<file path="config.mk">
export PLATFORM = sky130hd
export DESIGN_NAME = pipe_stage_buf
export DESIGN_NICKNAME = d
export VERILOG_FILES = /design/src/rtl/pipe_stage_buf.sv
export SDC_FILE = /design/constraint.sdc
export NUM_CORES = 1
export LEC_CHECK = 0
export CAP_MARGIN = 15
export CELL_PAD_IN_SITES_DETAIL_PLACEMENT = 0
export CELL_PAD_IN_SITES_GLOBAL_PLACEMENT = 1
export CORE_MARGIN = 1.5
export CORE_UTILIZATION = 43
export CTS_BUF_LIST = sky130_fd_sc_hd__clkbuf_8
export CTS_CLUSTER_DIAMETER = 40
export DETAILED_ROUTE_END_ITERATION = 8
export PLACE_DENSITY = 0.95
export RECOVER_POWER = 100
export SLEW_MARGIN = 20
export SYNTH_ARGS = -nofsm -noshare
export SYNTH_HDL_FRONTEND = slang
export SYNTH_SLANG_ARGS = --single-unit
export TNS_END_PERCENT = 5
</file>
<file path="constraint.sdc">
create_clock -name clk -period 3.65 [get_ports clk]
set_input_delay 0.73 -clock clk [delete_from_list [all_inputs] [get_ports clk]]
set_output_delay 0.73 -clock clk [all_outputs]
set_load 0.05 [all_outputs]
</file>
<file path="src/rtl/pipe_stage_buf.sv">
// pipe_stage_buf: parametrised inter-stage pipeline register with valid/ready
// handshake on both sides, a legacy hold (stall) input and a flush input.
// SKID=1 adds a 2-entry skid buffer so in_ready comes straight from a flop.
// Optional macro PIPE_STAGE_PERF_EN adds saturating stall/bubble counters.
module pipe_stage_buf #(
    parameter int DATA_W = 128,
    parameter int SKID   = 1,
    parameter int CNT_W  = 32
) (
    input  logic              clk,
    input  logic              rst,
    input  logic              flush,
    input  logic              hold,
    input  logic              in_valid,
    output logic              in_ready,
    input  logic [DATA_W-1:0] in_data,
    output logic              out_valid,
    input  logic              out_ready,
`ifdef PIPE_STAGE_PERF_EN
    output logic [DATA_W-1:0] out_data,
    output logic [CNT_W-1:0]  perf_stall_cnt,
    output logic [CNT_W-1:0]  perf_bubble_cnt
`else
    output logic [DATA_W-1:0] out_data
`endif
);

    logic              head_v_r;
    logic [DATA_W-1:0] head_d_r;
    logic              skid_v_r;
    logic [DATA_W-1:0] skid_d_r;
    logic              head_v_nx_s;
    logic [DATA_W-1:0] head_d_nx_s;
    logic              skid_v_nx_s;
    logic [DATA_W-1:0] skid_d_nx_s;
    logic              in_ready_s;
    logic              in_fire_s;
    logic              out_fire_s;

    // With SKID=0 the skid entry is never loaded: in_ready only rises while the
    // head is empty or leaving, so the shared state machine never reaches FULL.
    assign in_ready_s = (SKID != 0) ? ~skid_v_r : (~head_v_r | (out_ready & ~hold));
    assign in_fire_s  = in_valid & in_ready_s;
    assign out_fire_s = head_v_r & out_ready & ~hold;

    assign in_ready  = in_ready_s;
    assign out_valid = head_v_r;
    assign out_data  = head_d_r;

    // Next-state logic for the {head_v, skid_v} state machine, flush first.
    always_comb begin
        head_v_nx_s = head_v_r;
        head_d_nx_s = head_d_r;
        skid_v_nx_s = skid_v_r;
        skid_d_nx_s = skid_d_r;
        if (flush) begin
            head_v_nx_s = 1'b0;
            head_d_nx_s = {DATA_W{1'b0}};
            skid_v_nx_s = 1'b0;
            skid_d_nx_s = {DATA_W{1'b0}};
        end else begin
            case ({head_v_r, skid_v_r})
                2'b00: begin
                    if (in_fire_s) begin
                        head_v_nx_s = 1'b1;
                        head_d_nx_s = in_data;
                    end else begin
                        head_v_nx_s = 1'b0;
                    end
                end
                2'b10: begin
                    if (in_fire_s && out_fire_s) begin
                        head_d_nx_s = in_data;
                    end else if (in_fire_s) begin
                        skid_v_nx_s = 1'b1;
                        skid_d_nx_s = in_data;
                    end else if (out_fire_s) begin
                        head_v_nx_s = 1'b0;
                    end else begin
                        head_v_nx_s = 1'b1;
                    end
                end
                2'b11: begin
                    if (out_fire_s) begin
                        head_d_nx_s = skid_d_r;
                        skid_v_nx_s = 1'b0;
                    end else begin
                        skid_v_nx_s = 1'b1;
                    end
                end
                default: begin
                    head_v_nx_s = head_v_r;
                    skid_v_nx_s = skid_v_r;
                end
            endcase
        end
    end

    // State registers with synchronous reset.
    always_ff @(posedge clk) begin
        if (rst) begin
            head_v_r <= 1'b0;
            head_d_r <= {DATA_W{1'b0}};
            skid_v_r <= 1'b0;
            skid_d_r <= {DATA_W{1'b0}};
        end else begin
            head_v_r <= head_v_nx_s;
            head_d_r <= head_d_nx_s;
            skid_v_r <= skid_v_nx_s;
            skid_d_r <= skid_d_nx_s;
        end
    end

`ifdef PIPE_STAGE_PERF_EN
    logic [CNT_W-1:0] stall_cnt_r;
    logic [CNT_W-1:0] bubble_cnt_r;
    logic [CNT_W-1:0] stall_cnt_nx_s;
    logic [CNT_W-1:0] bubble_cnt_nx_s;

    function automatic logic [CNT_W-1:0] sat_inc(input logic [CNT_W-1:0] v);
        if (v == {CNT_W{1'b1}}) begin
            return v;
        end else begin
            return v + {{(CNT_W-1){1'b0}}, 1'b1};
        end
    endfunction

    // Counter increments; flush does not clear them, only rst does.
    always_comb begin
        stall_cnt_nx_s  = stall_cnt_r;
        bubble_cnt_nx_s = bubble_cnt_r;
        if (head_v_r && !(out_ready && !hold)) begin
            stall_cnt_nx_s = sat_inc(stall_cnt_r);
        end else begin
            stall_cnt_nx_s = stall_cnt_r;
        end
        if (!head_v_r) begin
            bubble_cnt_nx_s = sat_inc(bubble_cnt_r);
        end else begin
            bubble_cnt_nx_s = bubble_cnt_r;
        end
    end

    // Counter registers.
    always_ff @(posedge clk) begin
        if (rst) begin
            stall_cnt_r  <= {CNT_W{1'b0}};
            bubble_cnt_r <= {CNT_W{1'b0}};
        end else begin
            stall_cnt_r  <= stall_cnt_nx_s;
            bubble_cnt_r <= bubble_cnt_nx_s;
        end
    end

    assign perf_stall_cnt  = stall_cnt_r;
    assign perf_bubble_cnt = bubble_cnt_r;
`endif

    pipe_stage_buf_chk u_chk (
        .clk    (clk),
        .rst    (rst),
        .head_v (head_v_r),
        .skid_v (skid_v_r)
    );

endmodule

// pipe_stage_buf_chk: flags the unreachable state (head empty, skid full).
module pipe_stage_buf_chk (
    input logic clk,
    input logic rst,
    input logic head_v,
    input logic skid_v
);

    a_no_skid_without_head: assert property (
        @(posedge clk) disable iff (rst) !(!head_v && skid_v)
    );

endmodule

</file>
==> results_dict.tcl <==
set metrics [dict create \
    clk_pin_slew_ns 0.06 \
    vdd_drop_max_uv 292.1 \
    cell_internal_pwr_mw 4.695 \
    drt.antenna.violating_nets 0 \
    pwr-share-clk_pct 39.5 \
    cellPowerDensity_nw_per_um2 405.5 \
    seq_power_share_pct 44.3 \
    seq_area_frac_synth_pct 39.76 \
    holdCritPathClass "flip-flop to flip-flop" \
    endpoint_kind "flip-flop" \
    clock_tree.root_cell "sky130_fd_sc_hd__clkbuf_8" \
    drt_wl_total_mm 38.79 \
    detail_route.drc_violations 0 \
    clock-skew-final_ns 0.01012 \
    slew-limit-headroom_pct -2.897 \
    result_of_the_run "complete, but fails checks" \
    clock_sink_count 258 \
    crit-reg2reg-launch "out_valid" \
    synth.net_count 1658 \
    cts_tree "built" \
    critical_path.startpoint "in_valid" \
    synth_top_cell_by_area "sky130_fd_sc_hd__dfxtp_1" \
    synth_top_cell_area_share_pct 39.76 \
    worstMarginPinSlew_ns 1.543 \
    finalHoldViolCount 0 \
    maxSlewViolCount 121 \
    switching_fraction_of_total_power_pct 29.30 \
    post_synth_main_area_contributors "sky130_fd_sc_hd__dfxtp_1 (40%), sky130_fd_sc_hd__a2111oi_0 (8.6%), sky130_fd_sc_hd__a211oi_1 (7.4%), sky130_fd_sc_hd__a21boi_0 (7.4%), sky130_fd_sc_hd__o31ai_1 (7.4%)" \
    syn_to_final_growth_pct 26.04 \
    num-nets-final 1764 \
    rows 63 \
    ios 264 \
    antenna_found_initial 1 \
    cts_inserted_buffers 47 \
    post-route-util_pct 55.10 \
    num_antenna_cells 0 \
    timing.fmax_ghz 0.3367 \
    pin_count_of_the_biggest_net_entering_global_routing 273 \
    fp.dieW_um 176.8 \
    first_global_vias 11910 \
    crit_path_max_fanout 120 \
    criticalPathCategory "primary input to flip-flop" \
    worst-endpoint-arrival_ns 3.44 \
    net-switching-power_mw 1.946 \
    reg2reg_depth 5 \
    detailroute.via_count 12740 \
    grt_setup_unrepaired "false" \
    most_common_library_cell_in_the_layout_ignoring_fill_and_taps "sky130_fd_sc_hd__dfxtp_1" \
    initial_core_utilization_pct 43.72 \
    comb_power_share_pct 16.2 \
    synth-warning-count 0 \
    final_min_period_over_clock_period_pct 81.36 \
    total_gr_overflow 0 \
    layout_common_cells "sky130_fd_sc_hd__dfxtp_1 (256), sky130_fd_sc_hd__inv_1 (145), sky130_fd_sc_hd__clkdlybuf4s50_1 (132)" \
    detailedPlacementHpwl_mm 21.20 \
    design.die.area_um2 31260 \
    drive_above_1_share_pct 5.659 \
    violated_checks "max-capacitance violations, max-slew violations" \
    hold_buffers 0 \
    worstSetupStartpointType "primary input" \
    syn-instance-count 1524 \
    distinct_cell_type_count_of_the_synthesized_netlist 21 \
    synthesis.area_um2 12990 \
    syn_avg_cell_area_um2 8.524 \
    grtUsageTotal_pct 23.75 \
    final.min_clock_period_ns 2.970 \
    globalplace.congestion 0.7277 \
    leakagePower_nw 5.912 \
    cts.path.max_buffers 3 \
    post_cts.resized_instances 0 \
    pre_antenna_drt_iters 5 \
    destination_of_the_critical_timing_path "skid_d_r[41]" \
    synth-seq-cells 258 \
    grt_first_pass_wirelength_mm 61.80 \
    finalPower_mw 6.640 \
    wire_per_inst_um 18.91 \
    first_iter_violations 1285 \
    setup_viol 0 \
    portBuffers 263 \
    max_cap_violations 1 \
    vias_per_cell 6.214 \
    reg2reg_to "out_data[62]" \
    ff2ff_setup_slack_ns 0.71 \
    placeableCoreArea_um2 29720 \
    clock_insertion_delay_worst_skew_ns 0.55 \
    chipHeight_um 176.8 \
    cts_setup_buffers 0 \
    timing.critical_path.required_ns 4.12 \
    h-tree-depth 2 \
    setup-tns-final_ns 0 \
]
Yosys cell counts (all sizes together):
| master | count |
|---|---|
| inv | 130 |
| o31ai | 128 |
| o21ai | 2 |
| or2 | 1 |
| mux2i | 1 |
| a21o | 1 |
| nand4 | 128 |
| buf | 52 |
| and3 | 128 |
| nor2b | 2 |
| nand2b | 2 |
| a21oi | 130 |
| clkbuf | 176 |
| dfxtp | 258 |
| nand3 | 1 |
| a211oi | 128 |
| a2111oi | 128 |
| a21boi | 128 |
metal layers:
layer  track usage, %  vias up  part of all wire [%]
met3            4.381       88                   6.7
met4            9.393        2                   3.3
met2            37.65      479                    46
met5                0        -                 0.034
li1                 -     6053                     -
met1            31.89     6122                    44
cell families (layout without fill, tap and decap cells):
logic type | count (synthesis) | count (layout) | synth area share [%]
AND/OR/NAND/NOR | 262 | 262 | 12.61
AO/OA/AOI/OAI | 645 | 645 | 35.96
multiplexers | 1 | 1 | 0.1059
buffers and inverters | 358 | 495 | 11.57
flip-flops | 258 | 258 | 39.76
through the flow:
stage          std cells  setup WS, ns  area, µm²  hold WS, ns
6_report            2051        0.6804      16370       0.4503
5_1_grt             2051        0.5185      16370       0.4698
4_1_cts             2051        0.9627      16410       0.4559
3_5_place_dp        1971        0.8506      15510       0.4451
3_3_place_gp        1971        0.8733      15510       0.4447
2_1_floorplan       1524         1.742      12990       0.4441
state kept, by name, indices dropped and copies added, names as in the netlist:
name and count:
out_valid 1, skid_v_r 1, out_data 128, skid_d_r 128
cell type report:
cell class                      instances  area [µm²]
Clock buffer                           59       812.0
Clock inverter                         21       93.84
Fill cell                            2675       13340
Inverter                              130       490.5
Multi-Input combinational cell        908        6347
Sequential cell                       258        5172
Tap cell                              390       488.0
Timing Repair Buffer                  285        2970
power by group through the flow:
| stage | registers, mW | logic [mW] | clock network [mW] |
|---|---|---|---|
| final | 2.94 | 1.08 | 2.63 |
| after floorplan | 3.22 | 0.448 | 0 |
| after global routing | 2.95 | 1.15 | 2.82 |
| after global placement | 3.00 | 1.09 | 0 |
| after detailed placement | 3.00 | 1.10 | 0 |
| after CTS | 2.94 | 1.10 | 2.69 |
critical path: stages:
cell and delay, ns:
sky130_fd_sc_hd__dlygate4sd3_1 0.60, sky130_fd_sc_hd__nor2b_4 0.33, sky130_fd_sc_hd__clkbuf_4 1.21, sky130_fd_sc_hd__nand4_1 0.27, sky130_fd_sc_hd__a21oi_1 0.21
worst min path at each step:
stage	slack [ns]	end	cells after the start	from
4_1_cts	0.46	out_data[8]	2	out_data[8]
3_3_place_gp	0.44	out_data[75]	2	out_data[75]
3_5_place_dp	0.45	out_data[88]	2	out_data[88]
6_report	0.45	out_data[77]	2	out_data[77]
5_1_grt	0.47	out_data[59]	2	out_data[59]
2_1_floorplan	0.44	skid_d_r[0]	2	skid_d_r[0]
No activity file was read; power rests on OpenSTA's default activity.
